File: config.mk
export PLATFORM = sky130hd
export DESIGN_NAME = if_fetch_unit
export DESIGN_NICKNAME = d
export VERILOG_FILES = /design/src/rtl/if_fetch_unit.sv
export SDC_FILE = /design/constraint.sdc
export NUM_CORES = 1
export LEC_CHECK = 0
export ABC_AREA = 1
export BUFFER_PORTS_ARGS = -buffer_cell sky130_fd_sc_hd__buf_2
export CORE_MARGIN = 10
export CORE_UTILIZATION = 36
export DETAILED_ROUTE_END_ITERATION = 10
export SKIP_CTS_REPAIR_TIMING = 1
export SYNTH_ARGS = -nofsm -noshare
export SYNTH_HDL_FRONTEND = slang
export SYNTH_SLANG_ARGS = --single-unit
File: constraint.sdc
create_clock -name clk -period 5 [get_ports clk]
set_clock_uncertainty 0.2 [all_clocks]
set_input_delay 0.5 -clock clk [delete_from_list [all_inputs] [get_ports clk]]
set_output_delay 0.5 -clock clk [all_outputs]
set_load 0.05 [all_outputs]
File: src/rtl/if_fetch_unit.sv
// if_fetch_unit: instruction-fetch stage in front of the IF/ID register.
// Owns the program counter and fetches words over a req/ready handshake
// that tolerates variable memory latency. Hazard stalls park the fetched
// word in a hold buffer. Redirects squash the wrong-path instruction.
//
// Ports:
//   clk          system clock, rising edge
//   reset        asynchronous active-high reset
//   PCwrite      1 = IF/ID accepts this cycle, 0 = stall
//   redirect     branch/jump taken (1-cycle pulse)
//   redirect_pc  redirect target; bits [1:0] forced to zero
//   imem_req     fetch request to instruction memory
//   imem_addr    fetch word address, stable while waiting
//   imem_ready   memory completes the request this cycle
//   imem_rdata   fetched instruction
//   PC_OUT       fetched address + 4
//   instr_OUT    instruction, or BUBBLE_INSTR when not valid
//   fetch_valid  PC_OUT/instr_OUT carry a real instruction
//   fetch_error  sticky timeout flag
module if_fetch_unit #(
   parameter logic [31:0] RESET_PC     = 32'h0000_0000,
   parameter int unsigned TIMEOUT      = 16,
   parameter logic [31:0] BUBBLE_INSTR = 32'hFC00_0000
) (
   input  logic        clk,
   input  logic        reset,
   input  logic        PCwrite,
   input  logic        redirect,
   input  logic [31:0] redirect_pc,
   output logic        imem_req,
   output logic [31:0] imem_addr,
   input  logic        imem_ready,
   input  logic [31:0] imem_rdata,
   output logic [31:0] PC_OUT,
   output logic [31:0] instr_OUT,
   output logic        fetch_valid,
   output logic        fetch_error
);

   typedef enum logic [1:0] {StReq, StHold, StDiscard} state_e;

   state_e      state_q, state_d;
   logic [31:0] pc_q, pc_d;
   logic [31:0] addr_q, addr_d;
   logic [31:0] buf_q, buf_d;
   logic [7:0]  wait_cnt_q, wait_cnt_d;
   logic        fetch_error_q, fetch_error_d;

   logic [31:0] target;
   logic [31:0] addr_inc;
   logic [7:0]  wait_inc;

   // Masking rather than slicing keeps the target word-aligned.
   assign target   = redirect_pc & 32'hFFFF_FFFC;
   assign addr_inc = addr_q + 32'd4;
   assign wait_inc = (wait_cnt_q == 8'hFF) ? wait_cnt_q : wait_cnt_q + 8'd1;

   always_comb begin
      state_d       = state_q;
      pc_d          = pc_q;
      addr_d        = addr_q;
      buf_d         = buf_q;
      wait_cnt_d    = wait_cnt_q;
      fetch_error_d = fetch_error_q;

      unique case (state_q)
         StReq: begin
            if (redirect) begin
               pc_d = target;
               if (imem_ready) begin
                  addr_d     = target;
                  wait_cnt_d = 8'd0;
               end else begin
                  // The in-flight request must finish at its old address.
                  state_d    = StDiscard;
                  wait_cnt_d = 8'd0;
               end
            end else if (imem_ready) begin
               wait_cnt_d = 8'd0;
               if (PCwrite) begin
                  pc_d   = addr_inc;
                  addr_d = addr_inc;
               end else begin
                  buf_d   = imem_rdata;
                  state_d = StHold;
               end
            end else begin
               wait_cnt_d = wait_inc;
            end
         end
         StHold: begin
            if (redirect) begin
               pc_d       = target;
               addr_d     = target;
               state_d    = StReq;
               wait_cnt_d = 8'd0;
            end else if (PCwrite) begin
               pc_d       = addr_inc;
               addr_d     = addr_inc;
               state_d    = StReq;
               wait_cnt_d = 8'd0;
            end
         end
         StDiscard: begin
            // Last redirect wins; only pc tracks it until the old fetch drains.
            if (redirect) begin
               pc_d = target;
            end
            if (imem_ready) begin
               addr_d     = pc_d;
               state_d    = StReq;
               wait_cnt_d = 8'd0;
            end else begin
               wait_cnt_d = wait_inc;
            end
         end
         default: begin
            state_d    = StReq;
            wait_cnt_d = 8'd0;
         end
      endcase

      if ({24'd0, wait_cnt_d} >= TIMEOUT) begin
         fetch_error_d = 1'b1;
      end
   end

   always_ff @(posedge clk or posedge reset) begin
      if (reset) begin
         state_q       <= StReq;
         pc_q          <= RESET_PC;
         addr_q        <= RESET_PC;
         buf_q         <= BUBBLE_INSTR;
         wait_cnt_q    <= 8'd0;
         fetch_error_q <= 1'b0;
      end else begin
         state_q       <= state_d;
         pc_q          <= pc_d;
         addr_q        <= addr_d;
         buf_q         <= buf_d;
         wait_cnt_q    <= wait_cnt_d;
         fetch_error_q <= fetch_error_d;
      end
   end

   // Outputs depend on imem_ready/redirect combinationally so a zero-wait
   // memory delivers one instruction per cycle.
   always_comb begin
      imem_req    = 1'b0;
      fetch_valid = 1'b0;
      instr_OUT   = BUBBLE_INSTR;
      if (!reset) begin
         unique case (state_q)
            StReq: begin
               imem_req    = 1'b1;
               fetch_valid = imem_ready & ~redirect;
               if (fetch_valid) instr_OUT = imem_rdata;
            end
            StHold: begin
               fetch_valid = ~redirect;
               if (fetch_valid) instr_OUT = buf_q;
            end
            StDiscard: begin
               imem_req = 1'b1;
            end
            default: begin
               imem_req = 1'b0;
            end
         endcase
      end
   end

   assign imem_addr   = addr_q;
   assign PC_OUT      = addr_inc;
   assign fetch_error = fetch_error_q;

endmodule

==> run summary <==
CTS Buf Count: 9
Tmin final: 3.42 ns
CTS max path bufs: 2
Skew-Pair Late Insertion Delay: 0.36 ns
DRC Markers: 0
Syn Area/Cell: 6.87 µm²
Final WS setup: 1.58 ns
setup_tns: 0 ns
# Max-Cap Violations: 0
hold path depth: 3
top-area cell type share of the netlist area: 40.6%
Synth Net Count: 977
Final Hold Viols: 0
LEAKAGE: 0.00381 µW
Slew HR: 35.3%
sequential share of the synthesized area: 43.1%
Post-synth EDFFs: 0
largest net degree at the start of global routing: 74
Post-Syn Area: 6220 µm²
Synth Warn #: 0
num ports: 168
Clock Root Buffer: clkbuf_16
via count: 6258
Starting Density: 36.4%
Reg2Reg Setup Slack: 2.52 ns
synthesized instance count: 906
H-Tree Level Count: 3
Die Y: 151 µm
final setup vio count: 0
Final Non-Filler Cells: 1278
nets: 1118
crit-path max FO: 40
CTS sink cnt: 107
routability cong.: 0.896
overall power: 3250 µW
status: finished clean
critical path data required time: 4.30 ns
initial DRC count: 313
worst-margin pin slew: 0.971 ns
Vias/cell: 4.90
dpl cells: 1261
count leader, synth: nand2_1
worst-path cell chain: buf_2 -> nor2_2 -> nand2_2 -> clkinv_1 -> a22oi_1 -> nor2_1 -> buf_2
standard-cell row count: 48
Worst path slowest cell: clkinv_1
FMAX: 292 MHz
Pins Over Slew Limit: 0
unrepaired setup endpoints after global routing: false
TritonCTS clock tree: done
Synth Flop Type: dfrtp_1
worst hold path type: in -> reg
Crit Path Class: in -> out
initial antenna violation count: 3
FF+latch count, synth: 107
max incr delay on CP: 0.62 ns
DP Wirelength: 14600 µm
Worst setup EP type: primary output
vias in the first global route: 5879
clk slew on worst S/H paths: 0.07 ns
Congestion Overflow GR: 0
Peak supply drop: 0.000262 V
Setup crit start kind: input port
Layout area overhead: 20.3%
Std-Cell Core Area: 17100 µm²
DRT antenna net count: 0
# fillers: 1797
Synth area leader: dfrtp_1
port bufs: 165
DRT Pass-1 Iters: 5
Data arrival, critical path: 2.72 ns
Commonest cells post-synth: nand2_1 (392), dfrtp_1 (101), nand3_1 (73)
Detailed Route WL: 19800 µm
gr usage total: 17.0%
dpl ws: 1.52 ns
Reg2Reg Depth: 8
crit share post-route: 68.5%
Yosys cell types: 31
asr flop ratio synth: 100%
power per cell area: 434 nW/µm²
CP dominant cell by count: buf_2
Die ar.: 23000 µm²
chip width: 151 µm
routed wire length per instance: 15.5 µm
first-pass GRT wire length: 31200 µm
layout cell share with drive strength beyond 1: 21.5%
top cells by area, synth: dfrtp_1 (41%), nand2_1 (24%), nand3_1 (5.9%)
==> per-stage QoR <==
stage / util, % / cell area (µm²) / hold slack, ns
6_report: 43.8 / 7490 / 0.152
5_1_grt: 43.7 / 7490 / 0.149
4_1_cts: 43.7 / 7490 / 0.141
3_5_place_dp: 41.9 / 7180 / 0.255
3_3_place_gp: 41.9 / 7180 / 0.250
2_1_floorplan: - / 6220 / 0.243
==> worst paths after layout <==
| path | start | endpoint |
|---|---|---|
| worst max-delay path | redirect | instr_OUT[8] |
| worst min-delay path | imem_rdata[29] | buf_q[29]$_DFFE_PP1P_ |
| worst max register to register | state_q[1]$_DFFE_PP0P_ | pc_q[29]$_DFFE_PP0P_ |
| worst min register to register | buf_q[29]$_DFFE_PP1P_ | buf_q[29]$_DFFE_PP1P_ |
| max in group asynchronous | reset | imem_addr[13]$_DFFE_PP0P_ |
| min in group asynchronous | reset | buf_q[23]$_DFFE_PP0P_ |
==> layout make-up <==
class	count	area, µm²	share of cell area, %
timing repair buffer	169	856	11.4
inverter	62	235	3.14
multi-input combinational	698	3120	41.6
clock buffer	10	239	3.19
sequential	107	2690	35.9
tap	225	282	3.76
clock inverter	6	72.6	0.969
antenna	1	2.50	0.0334
==> logic make-up after synthesis <==
group	after synthesis	share of synthesized area, %
buffers and inverters	101	6.77
AO/OA/AOI/OAI	123	10.7
flip-flops	107	43.1
XOR/XNOR	14	1.97
adder cells (fa/ha/maj)	2	0.402
AND/OR/NAND/NOR	559	37.0
==> sequential cells by signal, indices dropped and copies added, names as in the netlist <==
register / count
fetch_error: 1
buf_q: 32
pc_q: 32
imem_addr: 32
wait_cnt_q: 8
state_q: 2
==> power breakdown <==
part	internal, µW	switching [µW]	total, µW	leakage, µW
sequential	1070	172	1240	0.00134
clock	407	340	747	0.000149
combinational	293	970	1260	0.00232
total	1770	1480	3250	0.00381
==> placed cells by master, fill, tap and decap left out, types with 2 or more instances in the layout <==
cell type,instances
clkbuf_16,9
a21oi_1,39
ha_1,2
nand2_2,6
o21ai_2,2
clkinv_4,3
and2_1,2
o21ai_1,12
dfstp_2,6
o22ai_1,7
inv_1,48
buf_4,4
dfrtp_1,101
nand4_1,3
buf_2,165
nor2_2,8
o21ai_0,49
a21boi_0,2
nand3_1,73
nand2_1,392
xor2_1,10
o211ai_1,9
nor2_1,63
inv_2,12
nor2_4,6
xnor2_1,4
nand3b_1,5
==> routing by layer <==
layer | vias up | track usage [%] | wire, µm
li1 | 3179 | - | -
met2 | 179 | 27.1 | 9020
met5 | - | 0 | 34
met1 | 2873 | 21.8 | 8750
met3 | 23 | 5.55 | 1680
met4 | 4 | 4.15 | 287
==> worst max-delay path: cells and delay by family <==
| family | cells | cell delay (ns) |
|---|---|---|
| compound gates | 1 | 0.36 |
| simple gates | 3 | 0.40 |
| buf+inv | 3 | 1.46 |
(Power assumes the default switching activity.)
